[config.mk]
export PLATFORM = sky130hd
export DESIGN_NAME = branch_pred_queue
export DESIGN_NICKNAME = d
export VERILOG_FILES = /design/src/rtl/branch_pred_queue.sv
export SDC_FILE = /design/constraint.sdc
export NUM_CORES = 1
export LEC_CHECK = 0
export ABC_CLOCK_PERIOD_IN_PS = 12250
export CAP_MARGIN = 0
export CELL_PAD_IN_SITES_DETAIL_PLACEMENT = 1
export CELL_PAD_IN_SITES_GLOBAL_PLACEMENT = 1
export CORE_ASPECT_RATIO = 1.5
export CORE_MARGIN = 1
export CORE_UTILIZATION = 45
export CTS_BUF_LIST = sky130_fd_sc_hd__clkbuf_16
export DETAILED_ROUTE_END_ITERATION = 8
export PLACE_DENSITY = 0.76
export SETUP_SLACK_MARGIN = 0.5
export SLEW_MARGIN = 20
export SYNTH_ARGS = -nofsm -noshare
export SYNTH_HDL_FRONTEND = slang
export SYNTH_SLANG_ARGS = --single-unit
[constraint.sdc]
create_clock -name clk -period 12.25 [get_ports clk]
set_input_delay 2.45 -clock clk [delete_from_list [all_inputs] [get_ports clk]]
set_output_delay 2.45 -clock clk [all_outputs]
set_load 0.01 [all_outputs]
[src/rtl/branch_pred_queue.sv]
// In-order branch prediction tracking queue: records fetch predictions, resolves them
// oldest-first, feeds the predictor and redirects fetch on a mispredict. Optional stats: BPQ_STATS_EN.
module branch_pred_queue #(
  parameter int unsigned PCW      = 31,
  parameter int unsigned QAW      = 2,
  parameter int unsigned FALL_INC = 2
) (
  input  logic           clk,
  input  logic           rst,
  input  logic           push_i,
  input  logic [PCW-1:0] push_pc_i,
  input  logic           push_taken_i,
  input  logic [PCW-1:0] push_target_i,
  output logic           full_o,
  output logic [QAW:0]   count_o,
  input  logic           resolve_i,
  input  logic           resolve_taken_i,
  input  logic [PCW-1:0] resolve_target_i,
  output logic           feedback_valid_o,
  output logic [PCW-1:0] feedback_pc_o,
  output logic           feedback_taken_o,
  output logic [PCW-1:0] feedback_target_o,
  output logic           mispredict_o,
  output logic [PCW-1:0] redirect_pc_o
`ifdef BPQ_STATS_EN
  ,
  output logic [15:0]    stat_branches_o,
  output logic [15:0]    stat_mispred_o
`endif
);

  localparam int unsigned DEPTH = 1 << QAW;
  localparam int unsigned PTRW  = QAW + 1;

  typedef struct packed {
    logic [PCW-1:0] pc;
    logic           taken;
    logic [PCW-1:0] target;
  } entry_t;

  entry_t          mem [DEPTH];
  entry_t          head_e_c;
  logic [PTRW-1:0] head_q, tail_q, head_nxt_c, tail_nxt_c, occ_nxt_c;
  logic            empty_c, res_ok_c, mis_c, push_ok_c;
  logic [PCW-1:0]  redir_c;

  // Resolve/mispredict evaluation and next-pointer computation
  always_comb begin
    empty_c    = (head_q == tail_q);
    res_ok_c   = resolve_i && !empty_c;
    head_e_c   = mem[head_q[QAW-1:0]];
    mis_c      = 1'b0;
    redir_c    = resolve_taken_i ? resolve_target_i : head_e_c.pc + PCW'(FALL_INC);
    if (res_ok_c) begin
      mis_c = (head_e_c.taken != resolve_taken_i) ||
              (head_e_c.taken && resolve_taken_i && (head_e_c.target != resolve_target_i));
    end
    push_ok_c  = push_i && !full_o && !mispredict_o && !mis_c;
    head_nxt_c = head_q + PTRW'(res_ok_c);
    tail_nxt_c = tail_q + PTRW'(push_ok_c);
    // Squash everything younger than the mispredicted branch, including this cycle's push
    if (mis_c) begin
      head_nxt_c = tail_q;
      tail_nxt_c = tail_q;
    end
    occ_nxt_c = tail_nxt_c - head_nxt_c;
  end

  always_ff @(posedge clk) begin
    if (push_ok_c) begin
      mem[tail_q[QAW-1:0]] <= '{pc: push_pc_i, taken: push_taken_i, target: push_target_i};
    end
  end

  always_ff @(posedge clk) begin
    if (rst) begin
      head_q            <= '0;
      tail_q            <= '0;
      count_o           <= '0;
      full_o            <= 1'b0;
      feedback_valid_o  <= 1'b0;
      feedback_pc_o     <= '0;
      feedback_taken_o  <= 1'b0;
      feedback_target_o <= '0;
      mispredict_o      <= 1'b0;
      redirect_pc_o     <= '0;
    end else begin
      head_q           <= head_nxt_c;
      tail_q           <= tail_nxt_c;
      count_o          <= occ_nxt_c;
      full_o           <= (occ_nxt_c == PTRW'(DEPTH));
      feedback_valid_o <= res_ok_c;
      mispredict_o     <= mis_c;
      if (res_ok_c) begin
        feedback_pc_o     <= head_e_c.pc;
        feedback_taken_o  <= resolve_taken_i;
        feedback_target_o <= resolve_target_i;
        redirect_pc_o     <= redir_c;
      end
    end
  end

`ifdef BPQ_STATS_EN
  // Saturating resolve / mispredict counters
  always_ff @(posedge clk) begin
    if (rst) begin
      stat_branches_o <= '0;
      stat_mispred_o  <= '0;
    end else begin
      if (res_ok_c && (stat_branches_o != 16'hFFFF)) stat_branches_o <= stat_branches_o + 16'd1;
      if (mis_c && (stat_mispred_o != 16'hFFFF))     stat_mispred_o  <= stat_mispred_o + 16'd1;
    end
  end
`endif

endmodule
* After elaboration in Yosys (flattened, before gate mapping) *
Memory sizes are Yosys's and may differ from the RTL's. A register that Yosys moved wholly into a read port is not among the register bits.
Cells that the tools add are included.

operators by class
  $mul = 0
  div/mod/pow operators = 0
  add/sub/neg operators = 4
  multiplexer cells = 7
  magnitude comparators = 0
  bitwise logic cells = 0
  reductions and logical operators = 11
  shift-type cells = 0
  equal/unequal tests = 4

operators with widths
  cell                                           count
  adder 31 x 2 -> 31 bit, second input constant  1
  two-way mux 31 bit                             1
  inequality test 31 bit                         1
  adder 3 x 1 -> 3 bit                           2
  logical AND 1 bit                              6
  two-way mux 3 bit                              2
  logical NOT 1 bit                              4
  == test 3 bit                                  1
  == test 3 bit, second input constant           1
  two-way mux 1 bit                              3
  subtractor 3 bit                               1
  two-way mux 2 bit                              1
  logical OR 1 bit                               1
  inequality test 1 bit                          1

storage, ports and cells
  bits in read-only memories = 0
  memories = 1
  RAM bits = 252
  bits in latches = 0
  register bits after elaboration = 106
  word-level logic and storage cells = 37

memory list
  name  words  bits a word  read ports  clocked after memory_dff  wr ports  RTL line  RTL
  mem   4      63           1           1                         1         41        entry_t mem [DEPTH];

* Depth between registers and ports, before layout *
  depth after elaboration = 10
  mapped depth = 16
  mapped depth without buffers = 14

* Worst setup path after synthesis *
No wires, ideal clock.

  kind = input to register
  from = input port resolve_target_i[29]
  to = memory mem[0][0] (netlist name) (enable)
  path slack = 3513 ps
  library setup time = 574 ps
  cell stages on the path = 6
  buffers on the path = 0
  data arrival time = 8163 ps
  required time = 11676 ps
  cell sequence = xnor2_1 nand4_1 nor4_4 a21boi_2 nor4_4 nor3b_1

on the way
  longest elaborated chain between the ends = 8

ends and longest elaborated chain
  item                                     RTL line  RTL
  start, declared                          18        input logic [PCW-1:0] resolve_target_i,
  inequality test 31 bit                   56        (head_e_c.taken && resolve_taken_i && (head_e_c.target != resolve_target_i));
  logical AND 1 bit                        56
  logical OR 1 bit                         55        mis_c = (head_e_c.taken != resolve_taken_i) ||
  two-way mux 1 bit                        54        if (res_ok_c) begin
  logical NOT 1 bit                        58        push_ok_c = push_i && !full_o && !mispredict_o && !mis_c;
  logical AND 1 bit                        58
  two-way mux 1 bit                        70        if (push_ok_c) begin
  two-way mux 1 bit (not written as such)  71        mem[tail_q[QAW-1:0]] <= '{pc: push_pc_i, taken: push_taken_i, target: push_target_i};
  end, declared                            41

Every way passes these cells.

* Worst setup path in the final report *
  from = input port resolve_i
  to = register count_o[2]

on the way
  longest elaborated chain between the ends = 7

ends and longest elaborated chain
  item                     RTL line  RTL
  start, declared          16        input logic resolve_i,
  logical AND 1 bit *      50        res_ok_c = resolve_i && !empty_c;
  two-way mux 1 bit *      54
  logical NOT 1 bit        58
  logical AND 1 bit        58
  adder 3 x 1 -> 3 bit     60        tail_nxt_c = tail_q + PTRW'(push_ok_c);
  two-way mux 3 bit *      62        if (mis_c) begin
  named net tail_nxt_c[1]  43        logic [PTRW-1:0] head_q, tail_q, head_nxt_c, tail_nxt_c, occ_nxt_c;
  subtractor 3 bit *       66        occ_nxt_c = tail_nxt_c - head_nxt_c;
  end signal, assigned     90        count_o <= occ_nxt_c;
  end, declared            15        output logic [QAW:0] count_o,

Mark *: on every way through the listed nets, which the timed path passes. The rest lies on a longest branch.
A chain may end at the register's enable or synchronous reset.

==> metrics.md <==
| Metric | Value |
|---|---|
| Max Fanout on Critical Path | `44` |
| Setup WS pre-CTS | `5.00 ns` |
| Number of synthesized flops with an enable pin | `252` |
| Hold Crit Class | `register to register` |
| Pre-Repair DR Iteration Count | `5` |
| Chip height | `219 um` |
| Synthesis-stage register bit count | `358` |
| Routed len/inst | `24.4 um` |
| CP Cell Sequence | `clkdlybuf4s50_1 -> o31ai_4 -> buf_4 -> inv_2 -> buf_4 -> and2_1 -> a21boi_2 -> nor4_4 -> ha_1 -> ha_1 -> mux2_1 -> fa_1 -> nor3_1 -> nor3b_1` |
| Yosys cell types | `47` |
| Worst Path Required | `12.63 ns` |
| Number of buffers created by CTS | `35` |
| Min Hold Slack | `approximately 0.45 ns` |
| Number of global-route vias before repair | `around 9,400` |
| Bufs and invs on worst path | `4` |
| First-pass GRT wire length | `58.3 mm` |
| Slew Viols, Final | `0` |
| Register-to-register setup slack | `6.73 ns` |
| CTS tree | `yes` |
| Routed wire length | `between 30 and 40 mm` |
| IO buf count | `198` |
| Fraction of layout cells with a size suffix above 1 | `11.2%` |
| Area of the multi-input gates | `roughly 4200 sq um` |
| Total area of sequential cells | `9690 sq um` |
| Final weighted congestion in routability-driven placement | `roughly 0.8` |
| Largest net degree at the start of global routing | `70` |
| Latest clock arrival within the worst-skew pair | `0.54 ns` |
| Initial DRC Count | `543` |
| Fill cells | `~3,000` |
| Synthesized Nets | `~1,100` |
| Non-filler cells, final | `about 1,600` |
| Ys Warns | `0` |
| Die area | `32,300 sq um` |
| Cell Pwr Density | `241 nW/um^2` |
| Chip width | `~150 um` |
| CTS clk-pin slew, worst paths | `roughly 0.06 ns` |
| Sequential fraction of the synthesis area | `68.3%` |
| Root buf cell | `clkbuf_16` |
| Initial antenna violation count | `0` |
| Cts-stage hold buffer count | `0` |
| Final Hold Viols | `0` |
| Final Setup Violations | `0` |
| LEAKAGE | `0.00572 uW` |
| Core ar. | `31,000 sq um` |
| Cell area after synthesis | `around 14,000 sq um` |
| Total Power | `4230 uW` |
| Post-DRT Antenna Nets | `0` |
| DP Cell Count | `1,537` |
| CP Capture Type | `register` |
| Overflow after GRT | `0` |
| Via-to-Cell Ratio | `5.59` |
| Final period utilization | `54.8%` |
| Delay-heaviest family, CP | `buffers and inverters` |
| Run status | `complete, no violations` |
| Worst endpoint data arrival time | `7.10 ns` |
| Async S/R FF share, synth | `0%` |
| Fin worst setup slack | `5.54 ns` |
| Maximum clock frequency | `149 MHz` |
| Clock Path Buffers | `3` |
| Overall global routing resource usage | `approximately 25%` |
| Synthesized area per cell | `~14 sq um` |
| Via count | `8,942` |
| DP Wirelength | `roughly 26 mm` |
| Ys flop type | `edfxtp_1` |
| Initial core utilization | `45.7%` |
| Slew margin rel. | `28.6%` |
| Post-CTS Setup Repair Bufs | `0` |
| Worst setup path category | `input port to register` |
| Number of diodes | `0` |
| # rows | `79` |
| Clock Sink Count | `around 360` |
| Post-synthesis cell count | `983` |
| Crit-path max cell delay | `0.65 ns` |
| Peak VDD IR | `113 uV` |
| Fin nets | `around 1,300` |
| H-tree depth | `2` |
| Tmin final | `6.71 ns` |
| RSZ-0062 raised after global routing | `false` |
| Worst slew pin tran | `between 1 and 1.5 ns` |
| Area grow syn2layout | `23.8%` |
| Number of gates resized after CTS | `0` |
| Crit-path slowest cell | `inv_2` |
| Clock skew | `0.0252 ns` |
| Worst Setup Start Kind | `input port` |
| DRC Markers | `0` |
| Ports | `199` |
| Max-Cap Viols | `0` |
| Setup TNS | `0 ns` |
[report_power, final]
group	switching, uW	internal, uW
registers	157	1570
clock network	451	565
logic	831	653
[sequential cells by signal, summed over array words and instances, names as in the netlist]
register,flops
mem,252
mispredict_o,1
head_q,3
feedback_pc_o,31
feedback_taken_o,1
redirect_pc_o,31
full_o,1
tail_q,3
count_o,3
feedback_valid_o,1
feedback_target_o,31
[cells in the mapped netlist (3+ instances only)]
cell / instances / share of area [%]
mux2i_1: 4 / 0.28
nand2b_1: 4 / 0.18
o21ai_1: 10 / 0.35
o211ai_1: 4 / 0.21
nand2_1: 186 / 4.9
and4_1: 3 / 0.19
nand4_1: 13 / 0.57
o21ai_0: 10 / 0.35
nor4_1: 4 / 0.18
inv_1: 7 / 0.19
a31oi_1: 15 / 0.66
o41ai_1: 3 / 0.19
xnor2_1: 53 / 3.3
nor3b_1: 3 / 0.16
mux4_2: 63 / 10
edfxtp_1: 252 / 53
buf_2: 6 / 0.21
buf_1: 6 / 0.16
nor4_4: 3 / 0.45
nor2_1: 13 / 0.34
ha_1: 7 / 0.62
a21oi_1: 80 / 2.8
nor3_1: 18 / 0.63
clkbuf_1: 40 / 1.1
dfxtp_1: 106 / 15
nand3_1: 17 / 0.60
xor2_1: 12 / 0.74
and3_1: 6 / 0.26
and2_1: 6 / 0.26
buf_6: 5 / 0.40
[cell families after synthesis]
kind of cell,after synthesis,share of synthesized area (%)
DFF,358,68.3
and+or+nand+nor,283,9.13
muxes,69,10.4
xor gates and xnor gates,65,4.01
adders and majority gates,8,0.758
buffers and inverters,68,2.17
AOI/OAI and AO/OA,132,5.21
[stage by stage]
step	instance area, sq um	util (%)
after floorplan	14200	-
after global placement	16500	53.1
after detailed placement	16500	53.1
after CTS	17600	56.6
after global routing	17600	56.6
final	17600	56.6
[per-layer routing]
metal / vias to the layer above / track usage, % / routed length [um]
li1: 4023 / - / -
met1: 4520 / 29.9 / 15200
met2: 318 / 43.3 / 20100
met3: 81 / 3.56 / 2000
met4: 0 / 11.6 / 1800
met5: - / 0 / 0
[path summary, 6_finish.rpt]
| kind | start | endpoint | cells after the start |
|---|---|---|---|
| max | resolve_i | count_o[2] | 14 |
| min | feedback_target_o[30] | feedback_target_o[30] | 2 |
| max reg2reg | head_q[1] | count_o[2] | 14 |
| min reg2reg | feedback_target_o[30] | feedback_target_o[30] | 2 |
[worst min-delay path: stages (launching register included)]
cell,delay [ns]
dfxtp_1,0.31
nand2_1,0.05
a21oi_1,0.05
[placed cells by master (no fill, tap or decap), types with 5 or more instances in the layout]
master           synthesis  layout
and2_1                   6       6
clkinv_1                 1       8
buf_4                    2      11
clkdlybuf4s50_1          0     196
clkbuf_16                0      35
xnor2_1                 53      53
inv_1                    7      18
nand4_1                 13      13
ha_1                     7       7
nand2_1                186     186
a21oi_1                 80      80
nor2_1                  13      13
nor3_1                  18      18
nand3_1                 17      17
mux4_2                  63      63
and3_1                   6       5
xor2_1                  12      12
o21ai_1                 10      10
o21ai_0                 10      10
a31oi_1                 15      15
dfxtp_1                106     104
edfxtp_1               252     252
[layout make-up]
class | instances | share of cell area (%)
Clock buffer | 35 | 4.99
Clock inverter | 29 | 1.08
Inverter | 9 | 0.192
Multi-Input combinational cell | 557 | 24.0
Sequential cell | 358 | 55.2
Tap cell | 405 | 2.89
Timing Repair Buffer | 208 | 11.7
No activity file was read; power rests on OpenSTA's default activity.
